<file path="src/rtl/mem_arb_pkg.sv">
// Shared encodings for the memory port arbiter: FSM states and transaction owner.
package mem_arb_pkg;

  typedef enum logic [1:0] {
    IDLE    = 2'd0,
    BUSY    = 2'd1,
    RELEASE = 2'd2
  } state_t;

  typedef enum logic {
    OWN_IB = 1'b0,
    OWN_DB = 1'b1
  } owner_t;

  localparam int REQ_IB = 0;
  localparam int REQ_DB = 1;

endpackage

</file>
<file path="src/rtl/mem_port_arbiter_rr_arb2.sv">
// Two-request round-robin picker: a tie goes to whichever requester was not granted last.
module rr_arb2
  import mem_arb_pkg::*;
(
  input  logic [1:0] req,
  input  owner_t     last,
  input  logic       en,
  output logic [1:0] gnt,
  output owner_t     next_last
);

  always_comb begin
    gnt       = 2'b00;
    next_last = last;
    if (en) begin
      if (req[REQ_IB] && req[REQ_DB]) begin
        gnt = (last == OWN_IB) ? 2'b10 : 2'b01;
      end else begin
        gnt = req;
      end
      if (gnt[REQ_DB]) begin
        next_last = OWN_DB;
      end else if (gnt[REQ_IB]) begin
        next_last = OWN_IB;
      end
    end
  end

endmodule

</file>
<file path="src/rtl/mem_port_arbiter.sv">
// Shares the single-outstanding memory port between instruction fetch (ib) and load/store (db).
module mem_port_arbiter
  import mem_arb_pkg::*;
#(
  parameter int ADDR_WIDTH = 64,
  parameter int DATA_WIDTH = 64
) (
  input  logic                    clk,
  input  logic                    rst,
  input  logic                    ib_req_i,
  input  logic [ADDR_WIDTH-1:0]   ib_addr_i,
  input  logic [2:0]              ib_size_i,
  output logic                    ib_ready_o,
  output logic [DATA_WIDTH-1:0]   ib_rdata_o,
  output logic [1:0]              ib_resp_o,
  input  logic                    db_req_i,
  input  logic                    db_wen_i,
  input  logic [ADDR_WIDTH-1:0]   db_addr_i,
  input  logic [2:0]              db_size_i,
  input  logic [DATA_WIDTH-1:0]   db_wdata_i,
  input  logic [DATA_WIDTH/8-1:0] db_wmask_i,
  output logic                    db_ready_o,
  output logic [DATA_WIDTH-1:0]   db_rdata_o,
  output logic [1:0]              db_resp_o,
  output logic                    mem_cen_o,
  output logic                    mem_wen_o,
  output logic [ADDR_WIDTH-1:0]   mem_addr_o,
  output logic [2:0]              mem_size_o,
  output logic [DATA_WIDTH-1:0]   mem_wdata_o,
  output logic [DATA_WIDTH/8-1:0] mem_wmask_o,
  input  logic                    mem_ready_i,
  input  logic [DATA_WIDTH-1:0]   mem_rdata_i,
  input  logic [1:0]              mem_resp_i
);

  state_t     state, state_next;
  owner_t     owner, last_owner, next_last;
  logic [1:0] gnt;
  logic       busy;

  rr_arb2 u_rr_arb2 (
    .req       ({db_req_i, ib_req_i}),
    .last      (last_owner),
    .en        (state == IDLE),
    .gnt       (gnt),
    .next_last (next_last)
  );

  always_ff @(posedge clk) begin
    if (rst) begin
      state <= IDLE;
    end else begin
      state <= state_next;
    end
  end

  // RELEASE always lasts one cycle so the downstream FSMs can leave their DONE state.
  always_comb begin
    state_next = state;
    unique case (state)
      IDLE:    if (|gnt) state_next = BUSY;
      BUSY:    if (mem_ready_i) state_next = RELEASE;
      RELEASE: state_next = IDLE;
      default: state_next = IDLE;
    endcase
  end

  always_ff @(posedge clk) begin
    if (rst) begin
      owner       <= OWN_IB;
      last_owner  <= OWN_IB;
      mem_cen_o   <= 1'b0;
      mem_wen_o   <= 1'b0;
      mem_addr_o  <= '0;
      mem_size_o  <= '0;
      mem_wdata_o <= '0;
      mem_wmask_o <= '0;
    end else begin
      mem_cen_o  <= (state_next != IDLE);
      last_owner <= next_last;
      if (gnt[REQ_DB]) begin
        owner       <= OWN_DB;
        mem_wen_o   <= db_wen_i;
        mem_addr_o  <= db_addr_i;
        mem_size_o  <= db_size_i;
        mem_wdata_o <= db_wdata_i;
        mem_wmask_o <= db_wmask_i;
      end else if (gnt[REQ_IB]) begin
        owner       <= OWN_IB;
        mem_wen_o   <= 1'b0;
        mem_addr_o  <= ib_addr_i;
        mem_size_o  <= ib_size_i;
        mem_wdata_o <= '0;
        mem_wmask_o <= '0;
      end
    end
  end

  // A ready outside BUSY is dropped, so the requesters never see a stray pulse.
  assign busy       = (state == BUSY);
  assign ib_ready_o = mem_ready_i & busy & (owner == OWN_IB);
  assign db_ready_o = mem_ready_i & busy & (owner == OWN_DB);
  assign ib_rdata_o = mem_rdata_i;
  assign ib_resp_o  = mem_resp_i;
  assign db_rdata_o = mem_rdata_i;
  assign db_resp_o  = mem_resp_i;

endmodule

</file>
<file path="config.mk">
export PLATFORM = sky130hd
export DESIGN_NAME = mem_port_arbiter
export DESIGN_NICKNAME = d
export VERILOG_FILES = /design/src/rtl/mem_arb_pkg.sv /design/src/rtl/mem_port_arbiter_rr_arb2.sv /design/src/rtl/mem_port_arbiter.sv
export SDC_FILE = /design/constraint.sdc
export NUM_CORES = 1
export LEC_CHECK = 0
export CAP_MARGIN = 5
export CORE_AREA = 2 2 216 218
export CTS_CLUSTER_DIAMETER = 80
export DETAILED_ROUTE_END_ITERATION = 16
export DIE_AREA = 0 0 218 220
export PLACE_DENSITY_LB_ADDON = 0.25
export SYNTH_ARGS = -nofsm -noshare
export SYNTH_HDL_FRONTEND = slang
export SYNTH_SLANG_ARGS = --single-unit
</file>
<file path="constraint.sdc">
create_clock -name clk -period 2 [get_ports clk]
set_input_delay 0.4 -clock clk [delete_from_list [all_inputs] [get_ports clk]]
set_output_delay 0.4 -clock clk [all_outputs]
set_load 0.01 [all_outputs]
</file>
==> flow_summary.toml, run 1 <==
[layout]
register_area_mm2 = 0.00290
final_layout_size_suffix_gt1_frac = 0.0979
fin_nets = 1369
multiInputGateArea_mm2 = 0.00284
syn2layout_area_growth_pct = 60.4
fillers = 5053
antenna_cells = 0

[drt]
postRouteWirelength_um = 32500
wl_per_cell_um = 19.0
viasPerCell = 4.43
drt_iter0_drc = 456
drc = 0
ant_nets = 0
vias = 7579
first_pass_iters = 5

[timing]
slew_headroom = 0.601
drv_slew = 0
setup_tns_ps = 0
worst-slew-pin-transition_ps = 599
skew_ps = 12.0
hold_viol_final = 0
final.min_clock_period_ps = 1910
rsz0062_at_grt = "false"
hold_ws_ps = 206
setup_viol = 0
fmax_mhz = 522
fin_crit_sh = 0.957

[grt]
gr-max-usage-layer = "met2"
track_usage = 0.132
grt_util_met1 = 0.146
global_route.usage.met3 = 0.0588
grt_max_degree = 69
overflow = 0
antenna_found_initial = 1
gr-usage-met2 = 0.214
grt_pass1_wl_um = 47100
grt_pass1_vias = 7643

[floorplanning]
chipWidth_um = 218
initial_utilization = 0.155
die_y_um = 220
ios = 553
num_rows = 79
dieArea_mm2 = 0.0480
core_area_mm2 = 0.0459

[worst_setup_path]
startpoint_type = "flop"
crit_path_end = "db_ready_o"
r2r_cells = 5
endpoint_kind = "output pin"
rr_startpoint = "state[1]"
r2r_setup_slack_ps = 370
crit_start = "state[0]"
regToRegEndpoint = "mem_wdata_o[59]"
worstPathArrival_ps = 1510
worst-setup-path-type = "reg -> out"
required_ps = 1600
path_max_fanout = 3

[yosys]
seq_area_frac_synth = 0.408
synth-seq-cells = 145
avgSynthCellArea_um2 = 8.04
synth_top_area_share = 0.408
yosysMostFrequentCell = "dfxtp_1"
syn_inst = 885
synth_commonest_cells = "145 x dfxtp_1, 143 x a21oi_1, 140 x nand3_1"
yosysWarnings = 0
synth.area.top_cells = "dfxtp_1 41%, buf_4 14%, a21oi_1 10%"
synth_area_mm2 = 0.00712
synthArstFlopShare = 0
synth_edf_count = 0
ys_types = 22
yosysTopAreaCell = "dfxtp_1"
yosys_most_used_dff = "dfxtp_1"
mappedNetlistNets = 1163

[power]
p_switching_mw = 2.79
power_density_mw_per_mm2 = 829
ir_worst_vdd_mv = 0.504
p_clk_frac = 0.389
finalPower_mw = 9.46
p_int_mw = 6.67
combinationalPowerShare = 0.262
power_frac_seq = 0.349
p_leak_nw = 3.86
sw_frac_of_total = 0.295

[clock_tree]
root_buffer = "clkbuf_16"
path_clk_slew_ps = 60
cts_made_buffers = 17
cts_tree = "done"
cts_hold_buf = 0
clock_sinks = 145
htreeDepth = 4
cts_buffer_depth = 2
insertion_delay_ps = 490

[hold_path]
hp-class = "in -> reg"

[placed_design]
port_buffers = 354
routabilityCongestion = 0.792
dp_hpwl_um = 22300

[job]
drv_cap = 0

[run_status]
status = "complete, no violations"
[cells in the final DEF (no fill, tap or decap), types with 3 or more instances in the layout]
cell,instances
dfxtp_1,145
o21ai_1,5
clkdlybuf4s50_1,350
buf_12,20
a21oi_1,143
o21ai_0,137
a311oi_1,67
bufinv_16,5
buf_4,46
nand3_1,140
clkbuf_16,17
nand2_1,3
nor2_4,3
[state kept, by name (all words and copies together), names as in the netlist]
register / count
mem_size_o: 3
mem_wmask_o: 8
mem_addr_o: 64
mem_wdata_o: 64
last_owner: 1
mem_wen_o: 1
owner: 1
mem_cen_o: 1
state: 2
[critical path, stage by stage, from the launching register on]
cell             delay (ps)
dfxtp_1                 330
nor2b_1                 130
buf_4                   150
and3_4                  190
clkdlybuf4s15_2         220
[metrics by stage]
step | cells | setup WS, ps | util | cell area, um^2
2_1_floorplan | 885 | 395 | - | 7120
3_3_place_gp | 1678 | -176 | 0.235 | 10800
3_5_place_dp | 1678 | -164 | 0.235 | 10800
4_1_cts | 1710 | 12.0 | 0.249 | 11400
5_1_grt | 1710 | 9.19 | 0.249 | 11400
6_report | 1710 | 85.5 | 0.249 | 11400
[logic make-up after synthesis]
logic type,Yosys count,synth area share
DFF,145,0.408
and+or+nand+nor,153,0.108
AOI/OAI and AO/OA,355,0.287
buffers and inverters,232,0.197
[per-layer routing]
| layer | part of all wire | vias up |
|---|---|---|
| met5 | 0.00034 | - |
| met4 | 0.031 | 2 |
| met2 | 0.47 | 391 |
| met1 | 0.40 | 3617 |
| li1 | - | 3504 |
| met3 | 0.098 | 65 |
[final cells by class]
type / instances / area share
repair buffers: 418 / 0.374
flip-flops and latches: 145 / 0.254
multi-input cells: 508 / 0.249
well taps: 607 / 0.0665
clock buffers: 18 / 0.0376
clock inverters: 13 / 0.0184
inverters: 1 / 0.000329
[worst min-delay path by stage]
| stage | cells past startpoint | endpoint | start | slack [ps] |
|---|---|---|---|---|
| floorplan | 2 | owner | owner | 460 |
| global placement | 2 | mem_wdata_o[7] | mem_wdata_o[7] | 460 |
| detailed placement | 2 | mem_wdata_o[54] | mem_wdata_o[54] | 470 |
| CTS | 2 | mem_addr_o[60] | rst | 150 |
| global route | 2 | mem_addr_o[58] | rst | 190 |
| finish | 2 | mem_addr_o[58] | rst | 210 |
[what timing repair did]
item | CTS | global route
buffers inserted | 1 | 0
endpoints found under the setup margin | 2 | 1
pin swaps | 0 | 0
resized for setup | 7 | 1
[power groups by stage]
stage	sequential (mW)	combinational (mW)	clock (mW)
after global routing	3.33	2.69	3.95
after CTS	3.30	2.53	3.85
after detailed placement	3.37	2.52	0
final	3.30	2.48	3.68
after floorplan	3.47	1.11	0
after global placement	3.36	2.52	0
(Power assumes the default switching activity.)
==> run 2: changes to the inputs <==
CTS_CLUSTER_DIAMETER = default   (was 80)
==> results of run 2 <==
Final layout, timing and power as in run 1 (identical DEF).
